==> config.mk <==
export PLATFORM = sky130hd
export DESIGN_NAME = traffic_light_ctrl
export DESIGN_NICKNAME = d
export VERILOG_FILES = /design/src/rtl/traffic_pkg.sv /design/src/rtl/phase_timer.sv /design/src/rtl/traffic_light_ctrl.sv
export SDC_FILE = /design/constraint.sdc
export NUM_CORES = 1
export LEC_CHECK = 0
export CAP_MARGIN = 10
export CORE_AREA = 5 5 42 44
export CTS_CLUSTER_SIZE = 16
export DETAILED_ROUTE_END_ITERATION = 10
export DIE_AREA = 0 0 47 49
export PLACE_DENSITY_LB_ADDON = 0.12
export SLEW_MARGIN = 25
export SYNTH_ARGS = -nofsm -noshare
export SYNTH_HDL_FRONTEND = slang
export SYNTH_SLANG_ARGS = --single-unit
==> constraint.sdc <==
create_clock -name i_clk -period 1.6 [get_ports i_clk]
set_clock_uncertainty 0.2 [all_clocks]
set_input_delay 0.16 -clock i_clk [delete_from_list [all_inputs] [get_ports i_clk]]
set_output_delay 0.16 -clock i_clk [all_outputs]
set_load 0.05 [all_outputs]
==> src/rtl/traffic_pkg.sv <==
// Shared constants for the traffic light controller: lamp codes, state encoding, mode polarity.
// Defining TRAFFIC_ALL_RED_EN adds the all-red clearance states and widens the state index.
package traffic_pkg;

`ifdef TRAFFIC_ALL_RED_EN
   localparam int ST_W = 3;
`else
   localparam int ST_W = 2;
`endif

   localparam logic [1:0] LAMP_GREEN  = 2'b00;
   localparam logic [1:0] LAMP_YELLOW = 2'b01;
   localparam logic [1:0] LAMP_RED    = 2'b10;

   localparam logic MODE_PARADE = 1'b1;

`ifdef TRAFFIC_ALL_RED_EN
   typedef enum logic [ST_W-1:0] {
      S0  = 3'd0,
      S1  = 3'd1,
      S2  = 3'd2,
      S3  = 3'd3,
      S1R = 3'd4,
      S3R = 3'd5
   } state_t;
`else
   typedef enum logic [ST_W-1:0] {
      S0 = 2'd0,
      S1 = 2'd1,
      S2 = 2'd2,
      S3 = 2'd3
   } state_t;
`endif

   function automatic int max3(input int a, input int b, input int c);
      int m;
      m = (a > b) ? a : b;
      return (m > c) ? m : c;
   endfunction

endpackage

==> src/rtl/phase_timer.sv <==
// Saturating up-counter measuring how long the controller has spent in its current phase.
module phase_timer #(
   parameter int W = 3
) (
   input  logic         clk,
   input  logic         srst,
   input  logic         clr,
   output logic [W-1:0] count
);

   // Saturation keeps long waits from wrapping back under the exit thresholds.
   always_ff @(posedge clk) begin
      if (srst || clr) begin
         count <= '0;
      end else if (count != {W{1'b1}}) begin
         count <= count + W'(1);
      end
   end

endmodule

==> src/rtl/traffic_light_ctrl.sv <==
// Two-street lights sequencer (A = Academic, B = Bravo); parade mode holds B green.
// Optional macro TRAFFIC_ALL_RED_EN inserts all-red clearance after each yellow.
module traffic_light_ctrl
   import traffic_pkg::*;
#(
   parameter int YELLOW_CYC    = 3,
   parameter int MIN_GREEN_CYC = 4,
   parameter int ALLRED_CYC    = 2
) (
   input  logic            i_clk,
   input  logic            i_rst,
   input  logic            i_m,
   input  logic            i_ta,
   input  logic            i_tb,
   output logic [1:0]      o_la,
   output logic [1:0]      o_lb,
   output logic [ST_W-1:0] o_st
);

   localparam int TW = $clog2(max3(YELLOW_CYC, MIN_GREEN_CYC, ALLRED_CYC) + 1);

   localparam logic [TW-1:0] Y_LAST = TW'(YELLOW_CYC - 1);
   localparam logic [TW-1:0] G_LAST = TW'(MIN_GREEN_CYC - 1);
`ifdef TRAFFIC_ALL_RED_EN
   localparam logic [TW-1:0] R_LAST = TW'(ALLRED_CYC - 1);
`endif

   state_t          state_reg;
   state_t          state_next;
   logic [TW-1:0]   timer;

   always_ff @(posedge i_clk) begin
      if (i_rst) begin
         state_reg <= S0;
      end else begin
         state_reg <= state_next;
      end
   end

   // The timer restarts on every phase change so each phase measures its own age.
   phase_timer #(
      .W (TW)
   ) u_phase_timer (
      .clk   (i_clk),
      .srst  (i_rst),
      .clr   (state_next != state_reg),
      .count (timer)
   );

   always_comb begin
      state_next = state_reg;
      o_la       = LAMP_RED;
      o_lb       = LAMP_RED;
      o_st       = state_reg;
      case (state_reg)
         S0: begin
            o_la = LAMP_GREEN;
            if (timer >= G_LAST && !i_ta) begin
               state_next = S1;
            end
         end
         S1: begin
            o_la = LAMP_YELLOW;
            if (timer == Y_LAST) begin
`ifdef TRAFFIC_ALL_RED_EN
               state_next = S1R;
`else
               state_next = S2;
`endif
            end
         end
         S2: begin
            o_lb = LAMP_GREEN;
            if (i_m != MODE_PARADE && timer >= G_LAST && !i_tb) begin
               state_next = S3;
            end
         end
         S3: begin
            o_lb = LAMP_YELLOW;
            if (timer == Y_LAST) begin
`ifdef TRAFFIC_ALL_RED_EN
               state_next = S3R;
`else
               state_next = S0;
`endif
            end
         end
`ifdef TRAFFIC_ALL_RED_EN
         S1R: begin
            if (timer == R_LAST) begin
               state_next = S2;
            end
         end
         S3R: begin
            if (timer == R_LAST) begin
               state_next = S0;
            end
         end
`endif
         default: begin
            // Unused encodings fall back to a known phase with both lamps red.
            state_next = S0;
         end
      endcase
   end

endmodule

==> run_results.csv, run 1 <==
group,metric,value,unit
floorplanning,die_area,2300,um^2
pwr,power-per-cell-area,961,nW/um^2
floorplanning,rows,14,
clocking,cts_max_level,1,
sta,layout_min_cycle_time,1.56,ns
synthesis,synthArstFlopShare,0,%
grt,grt_pass1_wl,1250,um
floorplanning,dieWidth,47,um
place,placed_cells,59,
clocking,insertion_delay,0.24,ns
critical_path,cpPeakStageDelay,0.41,ns
flow_run,drv_cap,0,
critical_path,cp_max_fo,4,
clocking,numCtsBuffers,3,
grt,grt_pass1_vias,314,
min_path,hold_path.class,"input pin to flip-flop",
final_layout,num-fill-cells,138,
sta,hold_viol,0,
clocking,clkSlewWorstSetupHoldPaths,0.05,ns
sta,final.period_utilization,97.2,%
routing,firstDrtPassIters,1,
final_layout,mostFrequentLayoutCells,"buf_12, clkdlybuf4s50_1, buf_4",
floorplanning,core_area,1400,um^2
routing,drtIter0Drc,0,
final_layout,fin_nets,59,
synthesis,ys_ff_latch,5,
synthesis,synth_area,305,um^2
final_layout,seqCellArea,109,um^2
sta,rsz0062_at_grt,"true",
synthesis,syn_nets,41,
final_layout,layout-drive-gt1-share,59.2,%
critical_path,cp-start-kind,"input pin",
synthesis,synthFlopType,"dfxtp_1",
grt,grt.total_usage,7.75,%
clocking,cts_tree,"yes",
sta,slew_violations,0,
floorplanning,initial_core_util,21.8,%
grt,grt-ovfl-total,0,
clocking,cts_hold_buf,0,
run_status,status,"complete, no violations",
routing,vias,304,
synthesis,avgSynthCellArea,9.54,um^2
critical_path,crit_path_end_kind,"flip-flop",
synthesis,synth.distinct_cells,18,
place,post_dp_cell_area,495,um^2
sta,final.setup.tns,0,ns
sta,fmax,643,MHz
final_layout,multi_input_area,246,um^2
final_layout,num_antenna_cells,0,
final_layout,layout_commonest_cell,"buf_12",
routing,drc,0,
routing,wl,829,um
pwr,p_leak,0.247,nW
routing,wl_per_cell,12.8,um
final_layout,post-route-util,43.0,%
routing,vias_per_cell,4.68,
synthesis,synth_edf_count,0,
sta,slew-limit-headroom,75.5,%
grt,grt_antenna_before_repair,0,
critical_path,crit_chain,"clkdlybuf4s50_1 -> or3b_4 -> a211oi_4 -> o21ba_1",
sta,tightestPinTransition,0.366,ns
synthesis,syn_inst,32,
place,port_buffers,10,
sta,setup_viol_count_final,0,
floorplanning,fp.dieH,49,um
floorplanning,io_pins,11,
grt,grt_max_degree,7,
place,routabilityCongestion,0.851,
pwr,ir_drop,0.541,mV
critical_path,critPathRequiredTime,1.59,ns
routing,route.antenna.remaining_nets,0,
final_layout,syn_to_final_growth,97.5,%
critical_path,crit_slowest_cell,"clkdlybuf4s50_1",
synthesis,ys_seq_area_share,32.8,%
critical_path,critPathKind,"input pin to flip-flop",
clocking,clockBufferDepth,2,
synthesis,ys_warn_count,0,
clocking,cts_root_buf,"clkbuf_4",
sta,worst_hold_slack,0.438,ns
critical_path,crit_arrival,1.54,ns
clocking,cts.sinks,5,
final_layout,final_cell_area,603,um^2
final_layout,final_cells,65,
metrics by stage:
step                      setup WS (ns)  power (mW)
after detailed placement         -0.199       0.376
final                            0.0450       0.580
after CTS                        0.0230       0.526
after floorplan                  0.0683       0.283
after global routing            -0.0218       0.628
after global placement           -0.106       0.370
critical path: cells and delay by family:
| kind | cells | cell delay, ns |
|---|---|---|
| AO/OA/AOI/OAI | 2 | 0.56 |
| buffers and inverters | 1 | 0.41 |
| AND/OR/NAND/NOR | 1 | 0.41 |
where the power goes:
| part | switching [mW] | total [mW] | internal [mW] |
|---|---|---|---|
| clock network | 0.0546 | 0.149 | 0.0945 |
| registers | 0.0354 | 0.187 | 0.151 |
| logic | 0.121 | 0.244 | 0.123 |
sequential cells by signal (all words and copies together) (netlist names):
register	flops
u_phase_timer.count	3
o_st	2
timing repair:
item,CTS,global route
endpoints found under the setup margin,0,4
buffers inserted,0,3
resized for setup,0,15
synth_stat cells, types with 2 or more instances:
| master | n | area share [%] |
|---|---|---|
| a21oi_1 | 2 | 3.3 |
| dfxtp_1 | 5 | 33 |
| ha_1 | 4 | 16 |
| inv_1 | 3 | 3.7 |
| nor2_1 | 3 | 3.7 |
| nor4_1 | 3 | 6.1 |
kinds of logic after synthesis:
| family | Yosys count | synth area share (%) |
|---|---|---|
| adder cells (fa/ha/maj) | 4 | 16.4 |
| buffers and inverters | 4 | 6.56 |
| AND/OR/NAND/NOR | 11 | 23.0 |
| AO/OA/AOI/OAI | 6 | 15.6 |
| XOR/XNOR | 2 | 5.74 |
| flip-flops | 5 | 32.8 |
final timing paths:
kind / depth (start not counted) / slack [ns] / end / start
worst max-delay path: 4 / 0.04 / o_st[0]$_SDFF_PP0_ / i_m
worst min-delay path: 2 / 0.44 / o_st[1]$_SDFF_PP0_ / i_rst
worst max register to register: 5 / 0.04 / o_st[0]$_SDFF_PP0_ / u_phase_timer.count[1]$_SDFFE_PP0P_
worst min register to register: 2 / 0.44 / u_phase_timer.count[1]$_SDFFE_PP0P_ / u_phase_timer.count[1]$_SDFFE_PP0P_
metal layers:
layer  global-route usage, %  share of wire [%]
met4                    7.37                1.7
met1                    7.69                 35
met5                       0                  0
met2                    11.1                 54
met3                    3.69                9.7
final cells by class:
class,instances,area share (%)
Clock buffer,4,4.36
Inverter,3,1.87
Multi-Input combinational cell,23,40.9
Timing Repair Buffer,14,31.5
Sequential cell,5,18.0
Tap cell,16,3.32
(Power assumes the default switching activity.)
==> run 2: changes to the inputs <==
--- a/config.mk
+++ b/config.mk
@@ -7,9 +7,9 @@
 export LEC_CHECK = 0
 export CAP_MARGIN = 10
 export CORE_AREA = 5 5 42 44
-export CTS_CLUSTER_SIZE = 16
 export DETAILED_ROUTE_END_ITERATION = 10
 export DIE_AREA = 0 0 47 49
+export GPL_TIMING_DRIVEN = 0
 export PLACE_DENSITY_LB_ADDON = 0.12
 export SLEW_MARGIN = 25
 export SYNTH_ARGS = -nofsm -noshare
==> run_results.csv, run 2 (synthesis results as in run 1) <==
group,metric,value,unit
clocking,numCtsBuffers,3,
clocking,cts_root_buf,"clkbuf_4",
sta,hold_viol,0,
clocking,clkSlewWorstSetupHoldPaths,0.04,ns
pwr,power-per-cell-area,1050,nW/um^2
clocking,cts_max_level,1,
grt,grt.total_usage,6.91,%
sta,worst_hold_slack,0.347,ns
pwr,p_switching,0.192,mW
sta,layout_min_cycle_time,1.54,ns
sta,final.setup.tns,0,ns
floorplanning,fp.dieH,49,um
critical_path,crit_path_end_kind,"flip-flop",
routing,wl_per_cell,11.9,um
clocking,cts.sinks,5,
sta,setup_viol_count_final,0,
grt,grt_antenna_before_repair,0,
final_layout,num-fill-cells,154,
final_layout,regMostFlops,"u_phase_timer.count",
critical_path,crit_slowest_cell,"dfxtp_4",
flow_run,drv_cap,0,
routing,wl,735,um
pwr,ir_drop,0.606,mV
critical_path,cp-start-kind,"flip-flop",
routing,drc,0,
final_layout,largest_register_ffs,3,
final_layout,num_antenna_cells,0,
pwr,power,0.524,mW
place,post_dp_cell_area,429,um^2
grt,grt_pass1_vias,258,
clocking,clockBufferDepth,2,
pwr,p_leak,0.214,nW
sta,slew_violations,0,
routing,drtIter0Drc,1,
critical_path,cp_max_fo,4,
clocking,cts_hold_buf,0,
grt,grt-ovfl-total,0,
min_path,hold_path.class,"flip-flop to flip-flop",
grt,grt_max_degree,9,
sta,final.period_utilization,96.5,%
clocking,cts_tree,"yes",
routing,firstDrtPassIters,2,
pwr,p_clk_share,27.5,%
place,placed_cells,58,
routing,vias_per_cell,4.37,
final_layout,syn_to_final_growth,63.9,%
final_layout,final_cells,62,
floorplanning,dieWidth,47,um
sta,tightestPinTransition,0.485,ns
pwr,p_int,0.332,mW
routing,vias,271,
routing,route.antenna.remaining_nets,0,
final_layout,mostFrequentLayoutCells,"clkdlybuf4s50_1, inv_1, nor2_1, clkbuf_4, dfxtp_4",
critical_path,crit_chain,"ha_2 -> ha_4 -> a211oi_4 -> a211oi_4 -> nor4_1",
pwr,seqPwrFrac,36.4,%
grt,grt_pass1_wl,1080,um
sta,rsz0062_at_grt,"false",
run_status,status,"complete, no violations",
place,routabilityCongestion,0.790,
clocking,insertion_delay,0.24,ns
sta,fmax,648,MHz
critical_path,crit_arrival,1.48,ns
critical_path,critPathKind,"flip-flop to flip-flop",
floorplanning,die_area,2300,um^2
pwr,switching_share,36.7,%
critical_path,cp_common_cell,"a211oi_4",
final_layout,layout-drive-gt1-share,47.8,%
floorplanning,io_pins,11,
floorplanning,core_area,1400,um^2
final_layout,fin_nets,56,
clocking,post_cts_buffers,0,
final_layout,final_cell_area,500,um^2
critical_path,critPathRequiredTime,1.53,ns
floorplanning,rows,14,
floorplanning,initial_core_util,21.8,%
place,port_buffers,10,
pwr,power_frac_comb,36.1,%
sta,slew-limit-headroom,67.8,%
final_layout,layout_commonest_cell,"clkdlybuf4s50_1",
critical_path,cpPeakStageDelay,0.36,ns
-- run 2: power by group through the flow --
stage                     combinational (mW)  sequential (mW)  clock, mW
final                                  0.189            0.191      0.144
after global routing                   0.212            0.195      0.161
after CTS                              0.160            0.176      0.152
after detailed placement               0.161            0.176          0
after global placement                 0.158            0.175          0
after floorplan                       0.0962            0.187          0
-- run 2: worst max-delay path: cells and delay by family (launching register included) --
kind                     cells  cell delay [ns]
AO/OA/AOI/OAI                2             0.33
adder cells (fa/ha/maj)      2             0.37
flip-flops                   1             0.36
AND/OR/NAND/NOR              1             0.18
-- run 2: path summary, 6_finish.rpt --
check,to,start,cells past startpoint,slack [ns]
max,u_phase_timer.count[2]$_SDFFE_PP0P_,u_phase_timer.count[0]$_SDFFE_PP0P_,5,0.06
min,o_st[1]$_SDFF_PP0_,o_st[1]$_SDFF_PP0_,2,0.35
max reg2reg,u_phase_timer.count[2]$_SDFFE_PP0P_,u_phase_timer.count[0]$_SDFFE_PP0P_,5,0.06
min reg2reg,o_st[1]$_SDFF_PP0_,o_st[1]$_SDFF_PP0_,2,0.35
-- run 2: routing by layer --
metal / up-vias / part of all wire [%] / GRT usage, %
met3: 0 / 14 / 6.64
met5: - / 0 / 0
li1: 135 / - / -
met2: 14 / 46 / 9.50
met4: 0 / 0 / 2.76
met1: 122 / 40 / 7.05
-- run 2: timing repair --
action | 4_1_cts | 5_1_grt
setup endpoints to repair | 7 | 5
pin swaps | 0 | 5
resized for setup | 13 | 20
-- run 2: area by class of cell --
cell class	count	area (um^2)	share of cell area [%]
tap	16	20.0	4.00
clock buffer	4	26.3	5.25
buffer	1	8.76	1.75
sequential	5	113	22.5
inverter	3	11.3	2.25
timing repair buffer	10	83.8	16.8
multi-input combinational	23	238	47.5
-- run 2: per-stage QoR --
stage	utilization, %	setup WS (ns)
2_1_floorplan	-	0.0683
3_3_place_gp	30.6	-0.135
3_5_place_dp	30.6	-0.182
4_1_cts	32.9	0.0286
5_1_grt	35.7	0.0137
6_report	35.7	0.0560
==> RTL edit: new RTL, flow settings as in run 2 <==
`YELLOW_CYC`: 3 -> 6.
--- a/src/rtl/traffic_light_ctrl.sv
+++ b/src/rtl/traffic_light_ctrl.sv
@@ -3,7 +3,7 @@
 module traffic_light_ctrl
    import traffic_pkg::*;
 #(
-   parameter int YELLOW_CYC    = 3,
+   parameter int YELLOW_CYC    = 6,
    parameter int MIN_GREEN_CYC = 4,
    parameter int ALLRED_CYC    = 2
 ) (
Check against the original RTL: not equivalent (a bounded check fails within 10 cycles, from zero or initial values and one cycle with i_rst high).
==> RTL edit against run 2 <==
  * Setup slack lost 0.0084 ns
  * Global-route usage shrank 0.64 points
  * Cell count is the same
  * Count of clock-buffer cells in the layout is the same
  * First-iteration DRC count is the same
  * Critical path type is now register to output pin
  * Area after synthesis shrank 0.82%
  * Design area shrank 1.7%
  * Critical path depth shrank 4
  * Total power shrank 15%
  * Via count shrank 3.0%
  * Routed wire length shrank 15%
  * Sequential cell count is the same
  * Largest cell class unchanged
  * Sequential share of layout area shrank 0.11 points
==> RTL edit: results (changes against run 2) <==
metric	value	unit	change
crit_arrival	1.19	ns	-0.29 ns
grt.total_usage	6.268	%	-0.64 points
gr-usage-met1	6.374	%	-0.67 points
final_area	491.7	um2	-1.7%
dr_wl_met3	32	um	-68%
largest_reg_flops	3		unchanged
drc	0		unchanged
hold_class	register to register		
firstDrtPassIters	2		unchanged
wl_met2	336	um	-1.5%
synth_cell_types	18		unchanged
grt_pass1_vias	264		+2.3%
reg2reg_depth	3		-2
outcome	complete, no violations		
diodes	0		unchanged
met1_length	238	um	-18%
yosysWarnings	0		unchanged
reg2reg_setup_slack	0.09	ns	+0.03 ns
ys_top_cells_by_area	dfxtp_1, ha_1, nor4_1, a211oi_2, inv_1		
yosysSeqAreaShare	33.06	%	+0.27 points
critPathCapture	o_st[0]		
top_layer	met4		
p_leak	0.0002040	uW	-4.5%
drive_gt1_share	39.13	%	-8.7 points
r2r-start	o_st[1]		
grt_pass1_wl	1014	um	-6.4%
reg2reg_to	o_st[0]		
syn_nets	41		unchanged
drt-initial-drc-count	1		unchanged
worstPathMaxFanout	6		+2
grt_max_degree	9		unchanged
htreeDepth	1		unchanged
fillerInstances	162		+5.2%
use_met2	9.502	%	unchanged
startpoint	o_st[0]		
clk_pin_slew	0.04	ns	about the same
slowest_stage	dlygate4sd2_1		
dp.cells	58		unchanged
slowest_delay	0.55	ns	+0.19 ns
ir_drop	405.8	uV	-33%
drt_wl_total	623	um	-15%
avgRoutedWirePerCell	10.05	um	-15%
largest_register	u_phase_timer.count		
vias_per_cell	4.242		-3.0%
synthFlopType	dfxtp_1		
post_cts_buffers	0		unchanged
finish.net_count	56		unchanged
dpl_cell_area	426.7	um2	-0.58%
avgSynthCellArea	9.462	um2	-0.82%
async_reset_ff_share	0	%	unchanged
cts_buffer_depth	2		unchanged
grtUsageMet3	1.107	%	-5.5 points
pre_cts_ws	-0.1278	ns	+0.05393 ns
critical_path.top_delay_family	buffers and inverters		
worstMarginPinSlew	0.4920	ns	+0.007449 ns
portBuffers	10		unchanged
max_freq	644.2	MHz	-0.54%
cts_buffers	3		unchanged
place.gp.congestion	0.7420		-6.1%
==> RTL edit: cell types whose count changed in the layout (fill, tap and decap cells not counted), sizes merged <==
| cell | run 2 | this run |
|---|---|---|
| clkbuf | 5 | 4 |
| dlygate4sd2 | 2 | 3 |
| clkdlybuf4s15 | 1 | 3 |
| and3 | 0 | 1 |
| and3b | 1 | 0 |
| buf | 2 | 0 |
==> RTL edit: repair_timing <==
action | 4_1_cts | 5_1_grt
hold buffers | 0 | 0
hold endpoints to repair | 0 | 0
endpoints found under the setup margin | 7 | 4
resized for setup | 13 | 8
pin swaps | 1 | 3
==> RTL edit: kinds of logic after synthesis <==
kind of cell | Yosys count | share of synthesized area [%]
fa+ha+maj | 4 | 16.53
compound gates | 6 | 15.70
xor+xnor | 2 | 5.786
flops | 5 | 33.06
simple gates | 11 | 22.32
buf+inv | 4 | 6.612
==> RTL edit: where the power goes <==
group,total [uW],internal (uW),switching (uW)
Combinational,132,61.2,71.1
Clock,140,93.9,46.5
Sequential,174,145,28.8
==> RTL edit: worst min path at each step <==
| stage | from | to | slack (ns) | cells past startpoint |
|---|---|---|---|---|
| 3_3_place_gp | o_st[1] | o_st[1] | 0.34 | 2 |
| 3_5_place_dp | o_st[1] | o_st[1] | 0.34 | 2 |
| 4_1_cts | i_rst | o_st[1] | 0.34 | 2 |
| 2_1_floorplan | i_rst | o_st[1] | 0.02 | 1 |
| 5_1_grt | i_rst | o_st[1] | 0.39 | 2 |
| 6_report | o_st[1] | o_st[1] | 0.35 | 2 |
==> RTL edit: area by class of cell <==
type,count,area share (%)
plain buffers,1,1.781
clock buffers,4,5.344
inverters,3,2.290
multi-input cells,23,43.77
flip-flops and latches,5,22.39
well taps,16,4.071
repair buffers,10,20.36
